**src/rtl/wb_port_arbiter.sv**
```systemverilog
`default_nettype none
// +--------------------------------------------------------------------------+
// | wb_port_arbiter: single register-file write port shared by ALU and load  |
// | writeback, with an in-order ALU deferral queue.       Revision: 1.0      |
// +--------------------------------------------------------------------------+
module wb_port_arbiter #(
  parameter int DEPTH = 2
) (
  input  logic        clk,
  input  logic        reset,
  input  logic        alu_valid,
  input  logic [4:0]  alu_rd,
  input  logic [31:0] alu_data,
  input  logic        alu_pred_ok,
  input  logic        mem_valid,
  input  logic [4:0]  mem_rd,
  input  logic [31:0] mem_data,
  input  logic        mem_pred_ok,
  output logic        wr_en,
  output logic [4:0]  wr_rd,
  output logic [31:0] wr_data,
  output logic        stall,
  output logic [2:0]  q_count,
  output logic        overflow
);

  localparam int              PW         = (DEPTH > 2) ? 2 : 1;
  localparam logic [2:0]      c_depth    = 3'(DEPTH);
  localparam logic [2:0]      c_depth_m1 = 3'(DEPTH - 1);
  localparam logic [PW-1:0]   c_last     = PW'(DEPTH - 1);

  logic [4:0]       r_q_rd   [DEPTH];
  logic [31:0]      r_q_data [DEPTH];
  logic [DEPTH-1:0] r_q_vld;
  logic [PW-1:0]    r_head, r_tail;
  logic [2:0]       r_count;
  logic             r_overflow;
  logic             r_wr_en;
  logic [4:0]       r_wr_rd;
  logic [31:0]      r_wr_data;

  logic w_alu_ok, w_mem_ok, w_q_hit, w_mem_own, w_deq, w_alu_direct, w_enq, w_drop;

  function automatic logic [PW-1:0] f_next(input logic [PW-1:0] p);
    return (p == c_last) ? '0 : p + 1'b1;
  endfunction

  // r0 is hardwired and r30 is reserved, so neither is ever written
  assign w_alu_ok = alu_valid && alu_pred_ok && (alu_rd != 5'd0) && (alu_rd != 5'd30);
  assign w_mem_ok = mem_valid && mem_pred_ok && (mem_rd != 5'd0) && (mem_rd != 5'd30);

  always_comb begin
    w_q_hit = 1'b0;
    for (int i = 0; i < DEPTH; i++) begin
      if (r_q_vld[i] && (r_q_rd[i] == mem_rd)) w_q_hit = 1'b1;
    end
  end

  // The load is older, so a younger ALU write to the same rd makes it dead
  assign w_mem_own    = w_mem_ok && !w_q_hit && !(w_alu_ok && (alu_rd == mem_rd));
  assign w_deq        = !w_mem_own && (r_count != 3'd0);
  assign w_alu_direct = !w_mem_own && (r_count == 3'd0) && w_alu_ok;
  assign w_enq        = w_alu_ok && !w_alu_direct && (w_deq || (r_count != c_depth));
  assign w_drop       = w_alu_ok && !w_alu_direct && !w_deq && (r_count == c_depth);

  always_ff @(posedge clk) begin
    if (reset) begin
      r_wr_en    <= 1'b0;
      r_wr_rd    <= 5'd0;
      r_wr_data  <= 32'd0;
      r_q_vld    <= '0;
      r_head     <= '0;
      r_tail     <= '0;
      r_count    <= 3'd0;
      r_overflow <= 1'b0;
    end else begin
      r_wr_en <= w_mem_own || w_deq || w_alu_direct;
      if (w_mem_own) begin
        r_wr_rd   <= mem_rd;
        r_wr_data <= mem_data;
      end else if (w_deq) begin
        r_wr_rd   <= r_q_rd[r_head];
        r_wr_data <= r_q_data[r_head];
      end else if (w_alu_direct) begin
        r_wr_rd   <= alu_rd;
        r_wr_data <= alu_data;
      end
      // Clear before set: when full, tail equals head and the new entry must win
      if (w_deq) begin
        r_q_vld[r_head] <= 1'b0;
        r_head          <= f_next(r_head);
      end
      if (w_enq) begin
        r_q_vld[r_tail] <= 1'b1;
        r_tail          <= f_next(r_tail);
      end
      case ({w_enq, w_deq})
        2'b10:   r_count <= r_count + 3'd1;
        2'b01:   r_count <= r_count - 3'd1;
        default: r_count <= r_count;
      endcase
      if (w_drop) r_overflow <= 1'b1;
    end
  end

  always_ff @(posedge clk) begin
    if (w_enq) begin
      r_q_rd[r_tail]   <= alu_rd;
      r_q_data[r_tail] <= alu_data;
    end
  end

  assign wr_en    = r_wr_en;
  assign wr_rd    = r_wr_rd;
  assign wr_data  = r_wr_data;
  assign q_count  = r_count;
  assign overflow = r_overflow;
  assign stall    = (r_count >= c_depth_m1);

endmodule
`default_nettype wire

```
**config.mk**
```make
export PLATFORM = sky130hd
export DESIGN_NAME = wb_port_arbiter
export DESIGN_NICKNAME = d
export VERILOG_FILES = /design/src/rtl/wb_port_arbiter.sv
export SDC_FILE = /design/constraint.sdc
export NUM_CORES = 1
export LEC_CHECK = 0
export ABC_AREA = 1
export CORE_MARGIN = 1.5
export CORE_UTILIZATION = 46
export DETAILED_ROUTE_END_ITERATION = 8
export GPL_ROUTABILITY_DRIVEN = 0
export GPL_TIMING_DRIVEN = 0
export PLACE_DENSITY = 0.77
export RECOVER_POWER = 25
export SLEW_MARGIN = 20
export SYNTH_ARGS = -nofsm -noshare
export SYNTH_HDL_FRONTEND = slang
export SYNTH_SLANG_ARGS = --single-unit
```
**constraint.sdc**
```tcl
create_clock -name clk -period 2.8 [get_ports clk]
set_clock_uncertainty 0.05 [all_clocks]
set_input_delay 0.7 -clock clk [delete_from_list [all_inputs] [get_ports clk]]
set_output_delay 0.7 -clock clk [all_outputs]
set_load 0.01 [all_outputs]
```
# After elaboration in Yosys (flattened, before gate mapping)
# Memory sizes are Yosys's and may differ from the RTL's. A register that Yosys moved wholly into a read port is not among the register bits.
# Cells that the tools add are included.
dict set report totals {
  reg_bits 46
  ram_bits 74
  input_bits 80
  word_cells 89
  memories 2
}
dict set report classes {
  add_sub_neg 4
  magnitude_cmp 5
  eq_ne 9
  n_mux 24
  bitwise 3
  reduce_logical 34
}
# name depth word_bits read_ports rd_clocked_by_memory_dff wr line_no
set mem_list {}
lappend mem_list {r_q_data 2 32 1 1 1 33} ;# logic [31:0] r_q_data [DEPTH];
lappend mem_list {r_q_rd 2 5 3 1 1 32} ;# logic [4:0] r_q_rd [DEPTH];
# operator n
set op_table {}
lappend op_table {{32-bit 2-to-1 mux} 3}
lappend op_table {{1-bit logical AND} 20}
lappend op_table {{5-bit equality test} 3}
lappend op_table {{5-bit 2-to-1 mux} 3}
lappend op_table {{1-bit 2-to-1 mux} 12}
lappend op_table {{5-bit inequality test (second input constant)} 2}
lappend op_table {{5-bit nonzero test} 2}
lappend op_table {{2-bit 2-to-1 mux} 3}
lappend op_table {{3-bit case mux with 2 select lines} 1}
lappend op_table {{3-bit nonzero test} 2}
lappend op_table {{1-bit zero test} 5}
lappend op_table {{1-bit by 2-bit < comparator with 1-bit output (second input constant)} 2}
lappend op_table {{3-bit by 1-bit adder with 3-bit output (second input constant)} 1}
lappend op_table {{3-bit by 2-bit equality test with 1-bit output (second input constant)} 1}
lappend op_table {{3-bit by 1-bit greater-or-equal comparator with 1-bit output (second input constant)} 1}
lappend op_table {{3-bit zero test} 1}
lappend op_table {{1-bit logical OR} 3}
lappend op_table {{3-bit by 2-bit inequality test with 1-bit output (second input constant)} 1}
lappend op_table {{3-bit by 1-bit subtractor with 3-bit output (second input constant)} 1}
lappend op_table {{1-bit adder (second input constant)} 2}
lappend op_table {{2-bit bitwise AND} 1}
lappend op_table {{1-bit demux with 1-bit select} 2}
lappend op_table {{2-bit by 1-bit equality test with 1-bit output (second input constant)} 1}
lappend op_table {{2-bit equality test (second input constant)} 1}
lappend op_table {{other kinds (4)} 5}

# Depth between registers and ports, before layout
dict set report depth {
  depth_word 15
  ltp_mapped 15
  ltp_nobuf 14
}

# Worst setup path before layout
# Ideal clock, no wire load.
dict set report synth_timing {
  path_kind {input-to-reg}
  start {input port alu_rd[0]}
  end {memory r_q_data[1][0] (enable)}
  setup_time_ps 392
  arrival_time_ps 2420
  path_slack_ps -61
  path_stages 11
  n_path_buf 0
  path_cell_list {inv_2 -> nand2_1 -> nor2_1 -> nand2_1 -> nand3_4 -> nor2_2 -> nor2_4 -> nor2_8 -> nor2_1 -> nand3_1 -> inv_1}
}
dict set report synth_via {
  elab_chain_len 14
}
# item line_no
set synth_lines {}
lappend synth_lines {{start, declared} 12} ;# input logic [4:0] alu_rd,
lappend synth_lines {{5-bit nonzero test} 49} ;# assign w_alu_ok = alu_valid && alu_pred_ok && (alu_rd != 5'd0) && (alu_rd != 5'd30);
lappend synth_lines {{1-bit logical AND (2 in series)} 49}
lappend synth_lines {{1-bit logical AND} 60} ;# assign w_mem_own = w_mem_ok && !w_q_hit && !(w_alu_ok && (alu_rd == mem_rd));
lappend synth_lines {{1-bit zero test} 60}
lappend synth_lines {{1-bit logical AND} 60}
lappend synth_lines {{1-bit zero test} {61, 62}}
lappend synth_lines {{1-bit logical AND (2 in series)} 62} ;# assign w_alu_direct = !w_mem_own && (r_count == 3'd0) && w_alu_ok;
lappend synth_lines {{1-bit zero test} 63} ;# assign w_enq = w_alu_ok && !w_alu_direct && (w_deq || (r_count != c_depth));
lappend synth_lines {{1-bit logical AND} 63}
lappend synth_lines {{1-bit logical AND *} 63}
lappend synth_lines {{1-bit 2-to-1 mux *} 107} ;# if (w_enq) begin
lappend synth_lines {{1-bit 2-to-1 mux (not written as such) *} 109} ;# r_q_data[r_tail] <= alu_data;
lappend synth_lines {{end, declared} 33}
# Mark *: on every way between the ends. The rest lies on a longest branch, timed or not.

# Final worst setup path
dict set report layout_timing {
  start {input port mem_rd[1]}
  end {memory r_q_data[1][4] (enable)}
}
dict set report layout_via {
  elab_chain_len 15
}
# item line_no
set layout_lines {}
lappend layout_lines {{start, declared} 16} ;# input logic [4:0] mem_rd,
lappend layout_lines {{5-bit equality test} 55} ;# if (r_q_vld[i] && (r_q_rd[i] == mem_rd)) w_q_hit = 1'b1;
lappend layout_lines {{1-bit logical AND} 55}
lappend layout_lines {{1-bit 2-to-1 mux (2 in series)} 55}
lappend layout_lines {{1-bit zero test} 60}
lappend layout_lines {{1-bit logical AND} 60}
lappend layout_lines {{1-bit logical AND *} 60}
lappend layout_lines {{1-bit zero test *} {61, 62}}
lappend layout_lines {{1-bit logical AND (2 in series)} 62}
lappend layout_lines {{1-bit zero test} 63}
lappend layout_lines {{1-bit logical AND} 63}
lappend layout_lines {{1-bit logical AND *} 63}
lappend layout_lines {{1-bit 2-to-1 mux *} 107}
lappend layout_lines {{1-bit 2-to-1 mux (not written as such) *} 109}
# Marks and branches as above.

==> impl_metrics.tcl <==
set metrics [dict create \
    globalRouteOverflowTotal 0 \
    p_per_area_nw_per_um2 959 \
    period_share_pct 97.7 \
    slew_headroom_pct 58.0 \
    required_ns 2.86 \
    cts.clk_slew.worst_paths_ns 0.05 \
    syn_area_um2 5660 \
    grt_first_pass_wirelength_um 23900 \
    antenna_found_initial 0 \
    crit_arrival_ns 2.79 \
    yosysUniqueCellTypes 33 \
    synth-seq-area-share_pct 55.9 \
    portBuffers 122 \
    insertion_delay_ns 0.41 \
    min_period_ns 2.74 \
    fillCellCount 954 \
    tightest_slew_ns 0.631 \
    grt_pass1_vias 4854 \
    critPathLaunch "mem_rd[1]" \
    dieWidth_um 114 \
    drc 0 \
    synthFlopType "edfxtp_1" \
    synth_common_cells "221 x nand2_1, 74 x edfxtp_1, 53 x o21ai_0, 50 x inv_1, 49 x nor2_1" \
    cts_root_buf "clkbuf_16" \
    synth_cells 651 \
    clock_sinks 121 \
    cts_tree "yes" \
    cts_buffer_depth 2 \
    cts_buffers 17 \
    synth_nets 736 \
    syn_avg_cell_area_um2 8.69 \
    ir_worst_vdd_uv 610 \
    dp_slack_ns -1.08 \
    hold_path_class "register to register" \
    crit_type "input port to register" \
    finalHoldViolCount 0 \
    dp_hpwl_um 10100 \
    core_um2 12000 \
    worstPathMaxFanout 18 \
    r2r_cells 12 \
    yosys_warnings 0 \
    start_util_pct 47.1 \
    dr.pass1.iters 6 \
    grt.total_usage_pct 24.2 \
    cap_violations 0 \
    area_delta_synth_final_pct 36.9 \
    endpoint "r_q_data[1][4]" \
    r2r_slack_ns 0.50 \
    vias 5020 \
    viasPerCell 5.20 \
    final_area_um2 7740 \
    num_rows 40 \
    drt-total-wl_um 15500 \
    placed_cell_area_um2 7070 \
    p_leak_nw 3.22 \
    worstSetupStartpointType "input port" \
    ys_seq_elements 121 \
    regArea_um2 3160 \
    synth_edf_count 74 \
    setup_viol 0 \
    synth_area_leaders "edfxtp_1 39%, dfxtp_1 17%, nand2_1 15%, o21ai_0 4.7%, nand3_1 3.5%" \
    finish.utilization_pct 64.4 \
    grt_setup_unrepaired "yes" \
    finalWorstSetupSlack_ns 0.0648 \
    htree_levels 4 \
    crit_path_end_kind "register" \
    multiInputGateArea_um2 2090 \
    drt_iter0_markers 540 \
    synthMostInstantiatedCell "nand2_1" \
    ant_nets 0 \
    wl_per_cell_um 16.0 \
    synth-async-reset-ratio_pct 0 \
    ios 123 \
    fmax_mhz 366 \
    dieArea_um2 13000 \
    synth_largest_area_cell "edfxtp_1" \
    outcome "complete, no violations" \
    grt_max_degree 19 \
    layout-drive-gt1-share_pct 12.7 \
    die-height_um 114 \
    layout.nets 890 \
    drv_slew 0 \
    synth_top_area_share_pct 39.3 \
    worstReg2RegStart "r_q_rd[0][4]" \
    reg2reg_to "r_q_data[1][4]" \
    antenna_cells 0 \
]
==> what timing repair did <==
item	CTS	global route
cloned	2	0
hold buffers	0	0
gates resized for setup	2	7
pin swaps	0	1
buffers inserted	10	1
setup endpoints to repair	74	74
==> state kept, by name, summed over array words and instances (netlist names), named ones only <==
name,count
wr_en,1
r_q_rd,10
q_count,3
r_q_vld,2
r_q_data,64
r_tail,1
wr_rd,5
r_head,1
overflow,1
wr_data,32
==> worst min-delay path by stage <==
stage,start,to,cells after the start
after floorplan,r_q_vld[0],r_q_vld[0],2
after global placement,wr_data[25],wr_data[25],2
after detailed placement,wr_data[28],wr_data[28],2
after CTS,wr_data[28],wr_data[28],2
after global routing,wr_data[5],wr_data[5],2
final,wr_data[28],wr_data[28],2
==> power by group <==
part	leakage (nW)	internal (mW)	switching [mW]
clock network	0.269	1.29	0.740
logic	1.89	1.23	1.75
registers	1.06	2.24	0.170
total	3.22	4.76	2.66
==> metal layers <==
layer	routed length (um)	part of all wire [%]	GRT usage (%)	up-vias
met4	334	2.2	10.0	0
li1	-	-	-	2417
met1	6510	42	30.5	2324
met5	0	0	0	-
met2	7450	48	40.2	250
met3	1180	7.6	5.69	29
==> cell usage in the layout (no fill, tap or decap), types with 5 or more instances in the layout <==
cell             count
buf_6               10
o21ai_1              6
ha_1                 5
clkinvlp_4           5
clkbuf_16           17
nor2_2               5
nor2_1              48
buf_4               12
xnor2_1              5
clkbuf_1            16
a21oi_1             21
dlygate4sd3_1       27
o21ai_0             53
dfxtp_1             47
nand2_1            221
edfxtp_1            74
inv_1               48
or2_2               21
inv_2                6
nand3_1             38
clkdlybuf4s50_1     91
clkinv_2             6
==> worst max-delay path, stage by stage <==
cell and delay, ns:
clkdlybuf4s50_1 0.58, inv_2 0.08, nor2_1 0.11, nor2_1 0.06, nand3_1 0.10, nand3_1 0.13
nor2_4 0.25, nor2_8 0.07, nor2_2 0.18, nand3_2 0.19, clkinvlp_4 0.16, buf_12 0.17
==> layout make-up <==
type                    count  area share [%]
clock inverters            11            1.36
flip-flops and latches    121            40.9
repair buffers            133            17.1
inverters                  58            2.97
clock buffers              21            5.69
well taps                 147            2.38
multi-input cells         445            27.0
repair inverters            2           0.194
plain buffers              27            2.49
==> per-stage QoR <==
step                      total power, mW  std cells  hold slack, ns  setup TNS, ns
after floorplan                      4.19        651           0.398              0
after global placement               5.23        920           0.386         -79.02
after detailed placement             5.32        920           0.390         -81.60
after CTS                            7.40        964           0.401          -3.14
after global routing                 7.83        965           0.416          -1.01
final                                7.42        965           0.400              0
==> cell families (layout without fill, tap and decap cells) <==
logic type | count (synthesis) | count (layout) | share of synthesized area (%)
XOR/XNOR | 6 | 6 | 0.929
buffers and inverters | 85 | 252 | 7.35
AO/OA/AOI/OAI | 82 | 82 | 7.35
flip-flops | 121 | 121 | 55.9
AND/OR/NAND/NOR | 350 | 350 | 27.0
multiplexers | 2 | 2 | 0.354
adder cells (fa/ha/maj) | 5 | 5 | 1.11
Note: power is estimated with default switching activity, not from simulation.
